## src/rtl/quire_dot_sequencer_if.sv

```systemverilog
// Operand stream, multiply/accumulate/convert control and result port
// bundle for quire_dot_sequencer.
interface quire_dot_sequencer_if #(
    parameter int WIDTH    = 8,
    parameter int LEN_BITS = 16
);
    logic                in_valid;
    logic                in_ready;
    logic                in_last;
    logic [WIDTH-1:0]    in_a;
    logic [WIDTH-1:0]    in_b;
    logic                mul_issue;
    logic [WIDTH-1:0]    mul_a;
    logic [WIDTH-1:0]    mul_b;
    logic                acc_clear;
    logic                acc_en;
    logic                conv_start;
    logic [WIDTH-1:0]    conv_result;
    logic                out_valid;
    logic                out_ready;
    logic [WIDTH-1:0]    out_data;
    logic [LEN_BITS-1:0] out_count;
    logic                out_ovf;
    logic                busy;

    modport slave (
        input  in_valid, in_last, in_a, in_b, conv_result, out_ready,
        output in_ready, mul_issue, mul_a, mul_b, acc_clear, acc_en,
        output conv_start, out_valid, out_data, out_count, out_ovf, busy
    );

    modport master (
        output in_valid, in_last, in_a, in_b, conv_result, out_ready,
        input  in_ready, mul_issue, mul_a, mul_b, acc_clear, acc_en,
        input  conv_start, out_valid, out_data, out_count, out_ovf, busy
    );
endinterface

```

## src/rtl/quire_dot_sequencer.sv

```systemverilog
// Dot-product sequencer for a shared posit multiplier and quire datapath.
// Optional NaR tracking is enabled by defining QUIRE_NAR_TRACK_EN.
module quire_dot_sequencer #(
    parameter int WIDTH    = 8,
    parameter int ES       = 1,
    parameter int MUL_LAT  = 2,
    parameter int ACC_LAT  = 1,
    parameter int CONV_LAT = 3,
    parameter int LEN_BITS = 16
) (
    input  logic                  clock,
    input  logic                  reset,
    quire_dot_sequencer_if.slave  io
);

    if (MUL_LAT < 1 || ACC_LAT < 1 || CONV_LAT < 1 || ES < 0) begin : g_bad_cfg
        $error("quire_dot_sequencer: illegal latency or ES parameter");
    end

    typedef enum logic [2:0] {
        IDLE, CLEAR, STREAM, DRAIN, CONVERT, OUTPUT
    } state_t;

    localparam logic [7:0] DRAIN_LAST = 8'(MUL_LAT + ACC_LAT - 1);
    localparam logic [7:0] CONV_LAST  = 8'(CONV_LAT);
    localparam logic [LEN_BITS-1:0] CNT_MAX = {LEN_BITS{1'b1}};

    state_t state, state_n;
    logic [7:0] tmr;
    logic fire;
    logic mul_issue_q;
    logic [WIDTH-1:0] mul_a_q, mul_b_q, data_q;
    logic [MUL_LAT-1:0] acc_pipe;
    logic [LEN_BITS-1:0] count_q;
    logic ovf_q;
    logic capture;
    logic [WIDTH-1:0] capture_val;

    assign fire    = io.in_valid && (state == STREAM);
    assign capture = (state == CONVERT) && (tmr == CONV_LAST);

`ifdef QUIRE_NAR_TRACK_EN
    localparam logic [WIDTH-1:0] NAR = {1'b1, {(WIDTH-1){1'b0}}};
    logic nar_q;

    always_ff @(posedge clock or posedge reset) begin
        if (reset) begin
            nar_q <= 1'b0;
        end else if (state == CLEAR) begin
            nar_q <= 1'b0;
        end else if (fire && (io.in_a == NAR || io.in_b == NAR)) begin
            nar_q <= 1'b1;
        end
    end

    assign capture_val = nar_q ? NAR : io.conv_result;
`else
    assign capture_val = io.conv_result;
`endif

    always_comb begin
        state_n = state;
        unique case (state)
            IDLE:    if (io.in_valid) state_n = CLEAR;
            CLEAR:   state_n = STREAM;
            STREAM:  if (fire && io.in_last) state_n = DRAIN;
            DRAIN:   if (tmr == DRAIN_LAST) state_n = CONVERT;
            CONVERT: if (tmr == CONV_LAST) state_n = OUTPUT;
            OUTPUT:  if (io.out_ready) state_n = IDLE;
            default: state_n = IDLE;
        endcase
    end

    always_ff @(posedge clock or posedge reset) begin
        if (reset) begin
            state <= IDLE;
            tmr   <= '0;
        end else begin
            state <= state_n;
            tmr   <= (state_n != state) ? 8'd0 : tmr + 8'd1;
        end
    end

    // acc_en trails mul_issue by the multiplier depth in every state
    always_ff @(posedge clock or posedge reset) begin
        if (reset) begin
            mul_issue_q <= 1'b0;
            mul_a_q     <= '0;
            mul_b_q     <= '0;
            acc_pipe    <= '0;
        end else begin
            mul_issue_q <= fire;
            if (fire) begin
                mul_a_q <= io.in_a;
                mul_b_q <= io.in_b;
            end
            acc_pipe[0] <= mul_issue_q;
            for (int i = 1; i < MUL_LAT; i++) begin
                acc_pipe[i] <= acc_pipe[i-1];
            end
        end
    end

    always_ff @(posedge clock or posedge reset) begin
        if (reset) begin
            count_q <= '0;
            ovf_q   <= 1'b0;
            data_q  <= '0;
        end else begin
            if (state == CLEAR) begin
                count_q <= '0;
                ovf_q   <= 1'b0;
            end else if (fire) begin
                if (count_q == CNT_MAX) ovf_q <= 1'b1;
                else count_q <= count_q + 1'b1;
            end else if (state == OUTPUT && io.out_ready) begin
                ovf_q <= 1'b0;
            end
            if (capture) data_q <= capture_val;
        end
    end

    assign io.in_ready   = (state == STREAM);
    assign io.mul_issue  = mul_issue_q;
    assign io.mul_a      = mul_a_q;
    assign io.mul_b      = mul_b_q;
    assign io.acc_clear  = (state == CLEAR);
    assign io.acc_en     = acc_pipe[MUL_LAT-1];
    assign io.conv_start = (state == CONVERT) && (tmr == 8'd0);
    assign io.out_valid  = (state == OUTPUT);
    assign io.out_data   = data_q;
    assign io.out_count  = count_q;
    assign io.out_ovf    = ovf_q;
    assign io.busy       = (state != IDLE);

endmodule

```

## src/flat_wrapper.sv

```systemverilog
// flat-port wrapper written by rule: the top's interface ports become plain ports
module quire_dot_sequencer_flat 
#(
    parameter int WIDTH    = 8,
    parameter int ES       = 1,
    parameter int MUL_LAT  = 2,
    parameter int ACC_LAT  = 1,
    parameter int CONV_LAT = 3,
    parameter int LEN_BITS = 16
)
  (clock, reset, io_in_valid, io_in_last, io_in_a, io_in_b, io_conv_result, io_out_ready, io_in_ready, io_mul_issue, io_mul_a, io_mul_b, io_acc_clear, io_acc_en, io_conv_start, io_out_valid, io_out_data, io_out_count, io_out_ovf, io_busy);
  quire_dot_sequencer_if #(.WIDTH(WIDTH), .LEN_BITS(LEN_BITS)) io_i ();
  input  logic clock;
  input  logic reset;
  input wire logic [$bits(io_i.in_valid)-1:0] io_in_valid;
  input wire logic [$bits(io_i.in_last)-1:0] io_in_last;
  input wire logic [$bits(io_i.in_a)-1:0] io_in_a;
  input wire logic [$bits(io_i.in_b)-1:0] io_in_b;
  input wire logic [$bits(io_i.conv_result)-1:0] io_conv_result;
  input wire logic [$bits(io_i.out_ready)-1:0] io_out_ready;
  output wire logic [$bits(io_i.in_ready)-1:0] io_in_ready;
  output wire logic [$bits(io_i.mul_issue)-1:0] io_mul_issue;
  output wire logic [$bits(io_i.mul_a)-1:0] io_mul_a;
  output wire logic [$bits(io_i.mul_b)-1:0] io_mul_b;
  output wire logic [$bits(io_i.acc_clear)-1:0] io_acc_clear;
  output wire logic [$bits(io_i.acc_en)-1:0] io_acc_en;
  output wire logic [$bits(io_i.conv_start)-1:0] io_conv_start;
  output wire logic [$bits(io_i.out_valid)-1:0] io_out_valid;
  output wire logic [$bits(io_i.out_data)-1:0] io_out_data;
  output wire logic [$bits(io_i.out_count)-1:0] io_out_count;
  output wire logic [$bits(io_i.out_ovf)-1:0] io_out_ovf;
  output wire logic [$bits(io_i.busy)-1:0] io_busy;
  assign io_i.in_valid = io_in_valid;
  assign io_i.in_last = io_in_last;
  assign io_i.in_a = io_in_a;
  assign io_i.in_b = io_in_b;
  assign io_i.conv_result = io_conv_result;
  assign io_i.out_ready = io_out_ready;
  assign io_in_ready = io_i.in_ready;
  assign io_mul_issue = io_i.mul_issue;
  assign io_mul_a = io_i.mul_a;
  assign io_mul_b = io_i.mul_b;
  assign io_acc_clear = io_i.acc_clear;
  assign io_acc_en = io_i.acc_en;
  assign io_conv_start = io_i.conv_start;
  assign io_out_valid = io_i.out_valid;
  assign io_out_data = io_i.out_data;
  assign io_out_count = io_i.out_count;
  assign io_out_ovf = io_i.out_ovf;
  assign io_busy = io_i.busy;
  quire_dot_sequencer #(.WIDTH(WIDTH), .ES(ES), .MUL_LAT(MUL_LAT), .ACC_LAT(ACC_LAT), .CONV_LAT(CONV_LAT), .LEN_BITS(LEN_BITS)) u_core (.clock(clock), .reset(reset), .io(io_i));
endmodule
```

## config.mk

```make
export PLATFORM = sky130hd
export DESIGN_NAME = quire_dot_sequencer_flat
export DESIGN_NICKNAME = d
export VERILOG_FILES = /design/src/rtl/quire_dot_sequencer_if.sv /design/src/rtl/quire_dot_sequencer.sv /design/src/flat_wrapper.sv
export SDC_FILE = /design/constraint.sdc
export NUM_CORES = 1
export LEC_CHECK = 0
export CORE_UTILIZATION = 42
export DETAILED_ROUTE_END_ITERATION = 10
export PLACE_DENSITY = 0.83
export SLEW_MARGIN = 10
export SYNTH_ARGS = -nofsm -noshare
export SYNTH_HDL_FRONTEND = slang
export SYNTH_SLANG_ARGS = --single-unit
export TNS_END_PERCENT = 30
```

## constraint.sdc

```tcl
create_clock -name clock -period 1.75 [get_ports clock]
set_input_delay 0.175 -clock clock [delete_from_list [all_inputs] [get_ports clock]]
set_output_delay 0.175 -clock clock [all_outputs]
set_load 0.02 [all_outputs]
```

==> out/qor.yml <==
netlist_top_cells_count: "nand2_1, dfrtp_1, nor2_1"
antenna_cells: 0
status: "completed"
power_uw: 4707
arrival_ns: 1.96
muxShareOfSynthArea_pct: 3.902
cp-start-kind: "register"
pwr_density_cell_mw_per_mm2: 1244
grt_usage_pct: 19.94
yosys.area.top_type: "dfrtp_1"
grt_pass1_vias: 2222
peakVddDrop_uv: 675.1
endpoint_kind: "register"
synth_top_area_share_pct: 53.66
cts-root-buf: "clkbuf_8"
post-route-period-util_pct: 98.34
maxUsedRoutingLayer: "met4"
fmax_ghz: 0.5811
fin_skew_ns: 0.003409
avgRoutedWirePerCell_um: 14.12
drt-initial-drc-count: 73
rr_worst_depth: 6
rrSetupSlack_ns: 0.03
cts_buffer_depth: 2
ys_seq_area_share_pct: 53.66
crit_fanout: 9
syn-instance-count: 266
ant_nets: 0
min_period_ns: 1.721
synth_top_family_by_area: "simple AND/OR/NAND/NOR gates"
clk_latency_ns: 0.31
rsz0062_at_grt: "true"
final.setup.tns_ns: 0
synth-seq-cells: 55
drive_gt1_share_pct: 18.26
antenna_found_initial: 0
floorplan.initialDensity_pct: 43.32
ios: 77
critPathKind: "register to register"
die_h_um: 80.15
holdBufCountCts: 0
hold_path.class: "input port to async pin"
grt_max_degree: 30
wl_met3_um: 275
io_buffers: 76
cap_violations: 0
netlist_top_cells_area: "dfrtp_1, nand2_1, mux2_2"
dp_hpwl_um: 4441
syn_avg_cell_area_sq_um: 9.643
synth_flop_cell: "dfrtp_1"
synthSimpleGateAreaFrac_pct: 25.76
first_pass_iters: 5
drc_errors: 0
drv_slew: 0
vias: 2318
setup_viol: 0
via_per_inst: 5.244
clkSinkCount: 55
nNetsFinal: 399
syn_nets: 299
timing.rr.start: "u_core.io.out_count[1]"
slew_headroom_pct: 75.16
regToRegEndpoint: "u_core.io.out_count[11]"
core.rowCount: 28
leakage_uw: 0.001659
synth_compound_area_share_pct: 9.659
worst_pin_slew_ns: 0.3726
hold_violations: 0
async_flop_share_pct: 100.0
die_x_um: 80.15
clk_pin_slew_worst_paths_ns: 0.10
cts_tree: "done"
synth.distinct_cells: 38
gp_congestion: 0.8477
htree_levels: 2
wl_met1_um: 2664
synthesis.area_sq_mm: 0.002565
yosysMostFrequentCell: "nand2_1"
wl_met2_um: 3232
hold_slack_ns: 0.2513
finish.utilization_pct: 63.91
grt_overflow: 0
die_area_sq_mm: 0.006423
coreArea_sq_mm: 0.005921
synth_edf_count: 0
synth_xor_area_share_pct: 2.049
wl_um: 6242
synthAdderAreaFrac_pct: 1.951
grt_pass1_wl_um: 10010
area_growth_pct: 47.51
ys_warn_count: 0
cts_made_buffers: 5
required_ns: 1.99
-- worst max-delay path by stage --
stage / from / endpoint
2_1_floorplan: u_core.io.out_count[1] / u_core.io.out_count[10]
3_3_place_gp: io_in_valid / u_core.io.out_count[11]
3_5_place_dp: io_in_valid / u_core.io.out_count[13]
4_1_cts: u_core.io.out_count[0] / u_core.io.out_count[4]
5_1_grt: u_core.state[0] / u_core.io.out_count[11]
6_report: u_core.io.out_count[1] / u_core.io.out_count[11]
-- flip-flops by register name (all words and copies together), names as in the netlist --
register	cells
u_core.tmr	8
u_core.io.mul_issue	1
u_core.state	3
u_core.io.out_ovf	1
u_core.io.out_count	16
u_core.io.mul_a	8
u_core.io.mul_b	8
u_core.acc_pipe	2
u_core.io.out_data	8
-- power by group --
| group | internal [uW] | switching [uW] |
|---|---|---|
| clock | 281 | 419 |
| combinational | 1020 | 1130 |
| sequential | 1610 | 240 |
-- through the flow --
stage | setup WS [ns] | instances | area [sq um]
finish | 0.02903 | 442 | 3784
global route | -0.08394 | 442 | 3784
CTS | 0.01389 | 439 | 3659
detailed placement | -0.2263 | 431 | 3573
global placement | -0.1560 | 431 | 3573
floorplan | 0.003832 | 266 | 2582
-- per-layer routing --
| metal | vias up | global-route usage, % |
|---|---|---|
| met5 | - | 0 |
| met4 | 0 | 5.536 |
| met2 | 65 | 35.30 |
| li1 | 1130 | - |
| met3 | 8 | 3.864 |
| met1 | 1115 | 24.60 |
-- layout by cell type (no fill, tap or decap), drive strengths merged, types with 4 or more instances in the layout --
cell type      netlist  routed
a31oi                5       5
clkbuf               4       8
mux2                 8       8
o31ai                8       8
o21ai                8       8
nand3               10      10
and3                 5       5
nand4                9       9
nor3                 5       5
buf                  5      25
nor4                 4       4
a21oi               14      14
or4                  8       8
clkdlybuf4s50        0      71
nand2               58      58
nor2                18      18
dfrtp               55      55
xor2                 4       4
ha                   4       4
inv                 11      11
-- logic make-up after synthesis --
family                   count (synthesis)
AO/OA/AOI/OAI                           40
XOR/XNOR                                 6
adder cells (fa/ha/maj)                  4
buffers and inverters                   20
flip-flops                              55
multiplexers                             9
AND/OR/NAND/NOR                        132
-- area by class of cell --
type                       instances  area, sq um
multi-input combinational        191         1202
clock buffer                       6        72.57
inverter                          11        41.29
clock inverter                     2        12.51
timing repair buffer             102        978.4
tap                               75        93.84
sequential                        55         1383
fill                             496         2137
-- critical path: stages, from the launching register on --
cell     delay, ns
dfrtp_2       0.45
ha_4          0.18
nand2_1       0.13
nor4_2        0.06
buf_4         0.16
or4_1         0.49
a21oi_1       0.17
-- repair_timing --
action / 4_1_cts / 5_1_grt
setup buffers: 0 / 2
pin swaps: 0 / 1
gates resized for setup: 8 / 20
setup endpoints to repair: 8 / 14
cloned: 0 / 1
(Power assumes the default switching activity.)
